$ cat src/rtl/screen_select.sv
// screen_select: title/game/win screen FSM that switches the VGA pixel source only at frame boundaries.
module screen_select #(
  parameter int COLOR_W         = 12,
  parameter int WIN_HOLD_FRAMES = 180
) (
  input  logic               clk,
  input  logic               reset,
  input  logic [COLOR_W-1:0] title_rgb,
  input  logic [COLOR_W-1:0] game_rgb,
  input  logic [COLOR_W-1:0] win1_rgb,
  input  logic [COLOR_W-1:0] win2_rgb,
  input  logic               in_video,
  input  logic               frame_start,
  input  logic               yes,
  input  logic               no,
  input  logic [1:0]         player_screen,
  output logic [COLOR_W-1:0] color_out,
  output logic               reset_plyrScrn,
  output logic [1:0]         screen_state
);
  localparam int HW = $clog2(WIN_HOLD_FRAMES + 1);
  typedef enum logic [1:0] {TITLE = 2'b00, GAME = 2'b01, WIN1 = 2'b10, WIN2 = 2'b11} state_t;
  state_t r_state, w_next;
  logic [HW-1:0] r_hold, w_hold_next;
  logic r_yes_pend, r_no_pend;
  logic w_yes, w_no, w_hold_done;
  logic [COLOR_W-1:0] w_src;
  // a request landing in the frame_start cycle itself still counts for that boundary
  assign w_yes       = r_yes_pend | yes;
  assign w_no        = r_no_pend | no;
  assign w_hold_done = r_hold == HW'(WIN_HOLD_FRAMES - 1);
  always_comb begin
    w_next = r_state;
    if (frame_start)
      case (r_state)
        TITLE:   w_next = w_yes ? GAME : TITLE;
        GAME:    w_next = w_no ? TITLE : player_screen == 2'b01 ? WIN1 : player_screen == 2'b10 ? WIN2 : GAME;
        default: w_next = w_no ? TITLE : w_yes ? GAME : w_hold_done ? TITLE : r_state;
      endcase
  end
  assign w_hold_next = (w_next != r_state || !r_state[1]) ? '0 : frame_start ? r_hold + HW'(1) : r_hold;
  assign w_src = r_state == TITLE ? title_rgb : r_state == GAME ? game_rgb : r_state == WIN1 ? win1_rgb : win2_rgb;
  always_ff @(posedge clk) begin
    if (!reset) begin
      r_state        <= TITLE;
      r_hold         <= '0;
      r_yes_pend     <= 1'b0;
      r_no_pend      <= 1'b0;
      color_out      <= '0;
      reset_plyrScrn <= 1'b1;
    end else begin
      r_state        <= w_next;
      r_hold         <= w_hold_next;
      r_yes_pend     <= !frame_start && w_yes;
      r_no_pend      <= !frame_start && w_no;
      color_out      <= in_video ? w_src : '0;
      reset_plyrScrn <= w_next != GAME;
    end
  end
  assign screen_state = r_state;
endmodule

$ cat config.mk
export PLATFORM = sky130hd
export DESIGN_NAME = screen_select
export DESIGN_NICKNAME = d
export VERILOG_FILES = /design/src/rtl/screen_select.sv
export SDC_FILE = /design/constraint.sdc
export NUM_CORES = 1
export LEC_CHECK = 0
export CAP_MARGIN = 20
export CORE_MARGIN = 4
export CORE_UTILIZATION = 39
export CTS_BUF_LIST = sky130_fd_sc_hd__clkbuf_8 sky130_fd_sc_hd__clkbuf_16
export DETAILED_ROUTE_END_ITERATION = 10
export PLACE_DENSITY_LB_ADDON = 0.3
export SYNTH_ARGS = -nofsm -noshare
export SYNTH_HDL_FRONTEND = slang
export SYNTH_SLANG_ARGS = --single-unit
$ cat constraint.sdc
create_clock -name clk -period 2 [get_ports clk]
set_clock_uncertainty 0.05 [all_clocks]
set_input_delay 0.5 -clock clk [delete_from_list [all_inputs] [get_ports clk]]
set_output_delay 0.5 -clock clk [all_outputs]
set_load 0.01 [all_outputs]
==> results of run 1 <==
-- how the worst min path moves through the flow --
stage,to,slack [ns],cells past startpoint
after floorplan,r_yes_pend,0.42,2
after global placement,r_yes_pend,0.46,2
after detailed placement,r_yes_pend,0.48,2
after CTS,r_yes_pend,0.50,2
after global routing,r_yes_pend,0.54,2
final,r_yes_pend,0.49,2
-- worst reg2reg max path: stages, from the launching register on --
cell	delay, ns
dfxtp_1	0.47
buf_4	0.25
mux4_2	0.51
and3_1	0.20
-- layer usage --
metal	GRT usage, %	wire, µm
met5	0	0
met4	3.291	33
met3	5.059	343
met2	32.15	1819
met1	19.92	1533
-- state kept, by name (all words and copies together), names as in the netlist --
register	flops
color_out	12
r_hold	8
r_no_pend	1
r_yes_pend	1
reset_plyrScrn	1
screen_state	2
-- power by group through the flow --
stage / combinational, mW / sequential, mW / clock [mW]
CTS: 0.269 / 0.524 / 0.306
floorplan: 0.0996 / 0.541 / 0
global route: 0.284 / 0.526 / 0.322
detailed placement: 0.267 / 0.536 / 0
global placement: 0.260 / 0.535 / 0
finish: 0.266 / 0.524 / 0.290
-- cell families after synthesis --
kind of cell               Yosys count  share of synthesized area (%)
and+or+nand+nor                     46                          24.15
DFF                                 25                          36.73
muxes                               13                          20.57
buffers and inverters               11                          5.325
AOI/OAI and AO/OA                    8                          6.888
xor gates and xnor gates             7                          4.500
adders and majority gates            2                          1.836
-- final cells by class --
cell class	instances	area (µm²)	area share (%)
tap	46	57.56	2.644
timing repair buffer	79	768.2	35.29
clock buffer	3	41.29	1.897
multi-input combinational	76	789.5	36.26
sequential	25	500.5	22.99
clock inverter	1	5.005	0.2299
inverter	4	15.01	0.6897
-- synth_stat cells (all sizes together), types with 2 or more instances --
| cell | number | area share (%) |
|---|---|---|
| ha | 2 | 1.8 |
| and3 | 13 | 6.0 |
| nor4b | 2 | 3.5 |
| nand3 | 2 | 0.73 |
| nor2 | 10 | 2.8 |
| dfxtp | 25 | 37 |
| buf | 5 | 3.7 |
| or2 | 2 | 1.1 |
| xor2 | 4 | 2.6 |
| nor3b | 4 | 3.7 |
| xnor2 | 3 | 1.9 |
| clkbuf | 2 | 0.55 |
| inv | 4 | 1.1 |
| nand4 | 3 | 1.4 |
| o21ai | 2 | 1.6 |
| nand2 | 7 | 1.9 |
| mux4 | 12 | 20 |
-- metrics by stage --
| step | hold WS, ns | power (mW) | TNS, ns | util [%] |
|---|---|---|---|---|
| after detailed placement | 0.4781 | 0.8031 | -1.378 | 63.36 |
| after global placement | 0.4583 | 0.7948 | -1.099 | 63.36 |
| final | 0.4904 | 1.079 | 0 | 64.73 |
| after global routing | 0.5367 | 1.131 | 0 | 64.73 |
| after CTS | 0.4969 | 1.099 | 0 | 64.73 |
| after floorplan | 0.4230 | 0.6407 | 0 | - |
==> impl_results.md, run 1 <==
* Die Y at 67.11 µm
* Place WS at -0.1690 ns
* Peak supply drop at 0.4260 mV
* CP Data Arrival Time at 1.98 ns
* Critical path buffers and inverters at 2
* Boundary Pins at 71
* Detailed Route WL at 3.729 mm
* TritonCTS clock tree: yes
* First-pass GRT wire length at 5.989 mm
* Most common cell after layout, fill and taps aside: clkdlybuf4s50_1
* Worst Setup SP: frame_start
* Reg2reg setup slack at 0.41 ns
* R2r endpoint: color_out[7]
* DIE AREA at 4503 µm²
* Cts repair resizes at 0
* Drt drc at 0
* Final WS setup at 0.1176 ns
* Worst reg2reg startpoint: screen_state[0]
* Placed Instances at 230
* Crit-path cells: clkdlybuf4s50_1, inv_1, o41a_1, nor3b_2
* Vias/cell at 5.098
* Synth cell types at 30
* Post-CTS Setup Bufs at 0
* Internal power at 0.8418 mW
* Area Growth Syn to Fin at 59.78%
* Final-layout fill cell count at 285
* Yosys warning count at 0
* Status: complete, no violations
* CTS root buf: clkbuf_8
* Switching power share of the total at 22.00%
* CORE AREA at 3363 µm²
* Synthesized area at 1363 µm²
* Avg WL per Cell at 15.94 µm
* Worst R2R Path Depth at 3
* Initial antenna violation count at 0
* Final Hold Vio Count at 0
* Clk pwr share at 26.8%
* Final instance area at 2177 µm²
* Crit Path Max Fanout at 8
* RSZ-0062 raised after global routing: false
* CP max stage delay at 0.61 ns
* Number of enable flip-flop cells after synthesis at 0
* Critical path depth at 4
* Setup violations, final at 0
* IO buf count at 70
* Share of cells above drive strength 1 at 19.15%
* Hold Crit Class: reg2reg
* Leakage at 0.8230 nW
* Max clock buf depth at 2
* Sequential cell area fraction in the yosys report at 36.73%
* Total Routing Usage GR at 17.46%
* Number of synthesized register bits at 25
* Critical path endpoint: r_hold[6]
* Slew Limit Fails at 0
* Row count at 21
* Crit-path leading delay family: buffers and inverters
* Antenna viol nets, final at 0
* Min Tclk post-route at 1.882 ns
* Die width at 67.11 µm
* Syn Inst Count at 112
* CP max stage cell: clkdlybuf4s50_1
* Flop pwr share at 48.5%
* Fmax at 531.2 MHz
* Clock Pin Slew Worst Setup and Hold Paths at 0.08 ns
* Worst slew pin tran at 0.3461 ns
* Combinational Power Share at 24.6%
* Hold_buf cts at 0
* Commonest non-fill, non-tap cells in the layout: 70 x clkdlybuf4s50_1, 25 x dfxtp_1, 13 x and3_1, 12 x mux4_2, 10 x nor2_1
* Syn_nets at 170
* Iter 0 DRT Violations at 57
* Largest net degree at the start of global routing at 15
* Max cap viols at 0
* Initial core utilization at 40.51%
* Antenna Diode Count at 0
* Placer Congestion at 0.8466
* Predominant post-synthesis flop cell: dfxtp_1
* Post-Layout Cell Count at 234
* Crit share post-route at 94.12%
* PD cells at 495.7 nW/µm²
* CP required at 2.09 ns
* Drt first pass iters at 4
* H-tree Lvls at 1
* Worst hold start: r_yes_pend
* # nets final at 247
* Critical path startpoint category: input port
* Clock latency on the worst-skew pair at 0.26 ns
* Via count at 1,193
* CTS Buf Count at 3
* Post-Syn Area per Cell at 12.17 µm²
* Vias in the first global route at 1,223
* DP Area at 2131 µm²
* NetSw at 0.2374 mW
* Critical path class: in2reg
* Gr ovfl total at 0
* CTS sink cnt at 25
* Post-detail-place hpwl at 3.145 mm
* Slew headroom at 76.86%
* Share of flip-flops with an asynchronous set or reset at 0%
* CP Capture Type: flip-flop
Note: power is estimated with default switching activity, not from simulation.
==> run 2: changes to the inputs <==
Settings changed: CTS_CLUSTER_SIZE set to 10.
==> results of run 2 <==
The final DEF is identical to that of run 1; final timing and power are the same.
==> run 3: changes to the inputs <==
Settings changed: CORE_MARGIN 4 to 2.
==> run 3 against run 2 <==
Sequential share of layout area rose by 0.053 points. Sequential power barely moved. Critical path depth did not move. Cell area fell by 0.23%. Non-clock buffer count fell by 1. Global-route usage rose by 0.86 points. Total power rose by 1.7%. Fmax barely moved. Worst hold slack improved by 0.010 ns. Critical endpoint is now r_hold[7]. Highest routed layer unchanged.
==> impl_results.md, run 3 (synthesis gave the netlist of run 1 again) <==
* Clock latency on the worst-skew pair at 0.27 ns (about the same)
* Final WS setup at 0.1173 ns (-0.0003120 ns)
* Leakage at 0.8145 nW (-1.0%)
* Post-CTS Setup Bufs at 0 (unchanged)
* Critical path startpoint category: input port
* Peak supply drop at 0.2532 mV (-41%)
* Critical path class: in2reg
* Cts repair resizes at 0 (unchanged)
* Max clock buf depth at 2 (unchanged)
* Hold_buf cts at 0 (unchanged)
* Initial antenna violation count at 0 (unchanged)
* Fin util at 65.09% (+0.36 points)
* Avg WL per Cell at 15.06 µm (-5.5%)
* Clk pwr share at 28.4% (+1.6 points)
* Crit Path Max Fanout at 8 (unchanged)
* Largest net degree at the start of global routing at 16 (+1)
* WHS at 0.5004 ns (+0.009966 ns)
* Clock Pin Slew Worst Setup and Hold Paths at 0.09 ns (about the same)
* Crit share post-route at 94.13% (about the same)
* Place WS at -0.1556 ns (+0.01342 ns)
* Worst slew pin tran at 0.3269 ns (-0.01918 ns)
* Most common cell after layout, fill and taps aside: clkdlybuf4s50_1
* CP required at 2.11 ns (+0.02 ns)
* Status: complete, no violations
* Share of cells above drive strength 1 at 18.72% (-0.43 points)
* Worst hold start: r_yes_pend
* Antenna viol nets, final at 0 (unchanged)
* Critical path buffers and inverters at 2 (unchanged)
* Vias in the first global route at 1,204 (-1.6%)
* Worst reg2reg startpoint: screen_state[1]
* Row count at 21 (unchanged)
* IO buf count at 70 (unchanged)
* # nets final at 246 (-0.40%)
* CTS sink cnt at 25 (unchanged)
* CP Capture Type: flip-flop
* Commonest non-fill, non-tap cells in the layout: 70 x clkdlybuf4s50_1, 25 x dfxtp_1, 13 x and3_1, 12 x mux4_2, 10 x nor2_1
* Combinational Power Share at 24.1% (-0.5 points)
* CORE AREA at 3337 µm² (-0.78%)
* TritonCTS clock tree: yes
* Critical path depth at 4 (unchanged)
* Worst Setup SP: frame_start
* Vias/cell at 5.073 (-0.50%)
* Boundary Pins at 71 (unchanged)
* Min Tclk post-route at 1.883 ns (+0.0003120 ns)
* Drt first pass iters at 4 (unchanged)
* Placer Congestion at 0.8343 (-1.5%)
* Via count at 1,182 (-0.92%)
* Setup violations, final at 0 (unchanged)
* Hold Crit Depth at 2 (unchanged)
* Slew headroom at 78.14% (+1.3 points)
* Slew Limit Fails at 0 (unchanged)
* Max cap viols at 0 (unchanged)
* Antenna Diode Count at 0 (unchanged)
* Detailed Route WL at 3.510 mm (-5.9%)
* Total Routing Usage GR at 18.31% (+0.86 points)
* NetSw at 0.2541 mW (+7.1%)
* RSZ-0062 raised after global routing: false
* Crit-path leading delay family: buffers and inverters
* Max FFs per register at 12 (unchanged)
* Drt drc at 0 (unchanged)
* PD cells at 505.2 nW/µm² (+1.9%)
* Final-layout fill cell count at 258 (-9.5%)
* CP Data Arrival Time at 1.99 ns (about the same)
* CP max stage cell: clkdlybuf4s50_1
* Post-detail-place hpwl at 2.797 mm (-11%)
* Register with the most flip-flops: color_out
* Iter 0 DRT Violations at 46 (-19%)
* Flop pwr share at 47.5% (-1.0 points)
* Die width at 63.11 µm (-6.0%)
* Fmax at 531.2 MHz (about the same)
* Crit-path cells: clkdlybuf4s50_1, inv_1, o41a_1, nor3b_2
* First-pass GRT wire length at 5.775 mm (-3.6%)
* H-tree Lvls at 1 (unchanged)
* Die Y at 63.11 µm (-6.0%)
* CTS root buf: clkbuf_8
* Gr ovfl total at 0 (unchanged)
* Initial core utilization at 40.83% (+0.32 points)
* Worst R2R Path Depth at 5 (+2)
* Final Hold Vio Count at 0 (unchanged)
* Hold Crit Class: reg2reg
* CTS Buf Count at 3 (unchanged)
* Area Growth Syn to Fin at 59.41%
* Internal power at 0.8431 mW (+0.16%)
* DIE AREA at 3982 µm² (-12%)
* CP max stage delay at 0.63 ns (+0.02 ns)
* Setup TNS at 0 ns (unchanged)
* Switching power share of the total at 23.16% (+1.2 points)
## run 3: power groups by stage
stage,Clock [mW],Sequential [mW],Combinational [mW]
final,0.312,0.521,0.264
after CTS,0.325,0.521,0.267
after global placement,0,0.533,0.260
after global routing,0.347,0.523,0.282
after detailed placement,0,0.533,0.264
after floorplan,0,0.541,0.0996
## run 3: worst paths after layout
check	to	slack, ns
max	r_hold[7]	0.12
min	r_yes_pend	0.50
max reg2reg	r_hold[7]	0.44
min reg2reg	r_yes_pend	0.50
## run 3: stage by stage
stage / area, µm² / total power, mW / instances
finish: 2172 / 1.097 / 233
global route: 2172 / 1.152 / 233
CTS: 2172 / 1.113 / 233
detailed placement: 2123 / 0.7976 / 229
global placement: 2123 / 0.7930 / 229
floorplan: 1363 / 0.6407 / 112
## run 3: worst min-delay path: cells and delay by family, from the launching register on
| family | cells | cell delay (ns) |
|---|---|---|
| flops | 1 | 0.34 |
| simple gates | 2 | 0.18 |
## run 3: metal layers
metal  wire [µm]  GRT usage (%)  vias up  part of all wire (%)
met5           0              0        -                     0
met4          41          4.444        0                   1.2
met3         269          5.179        6                   7.7
met2        1693          31.91       50                    48
met1        1505          22.23      561                    43
li1            -              -      565                     -
## run 3: final cells by class
cell class              count  area [µm²]  share of cell area, %
multi-input cells          76       789.5                  36.35
repair buffers             78       760.7                  35.02
flip-flops and latches     25       500.5                  23.04
well taps                  46       57.56                  2.650
clock buffers               3       41.29                  1.901
inverters                   4       15.01                 0.6912
clock inverters             1       7.507                 0.3456
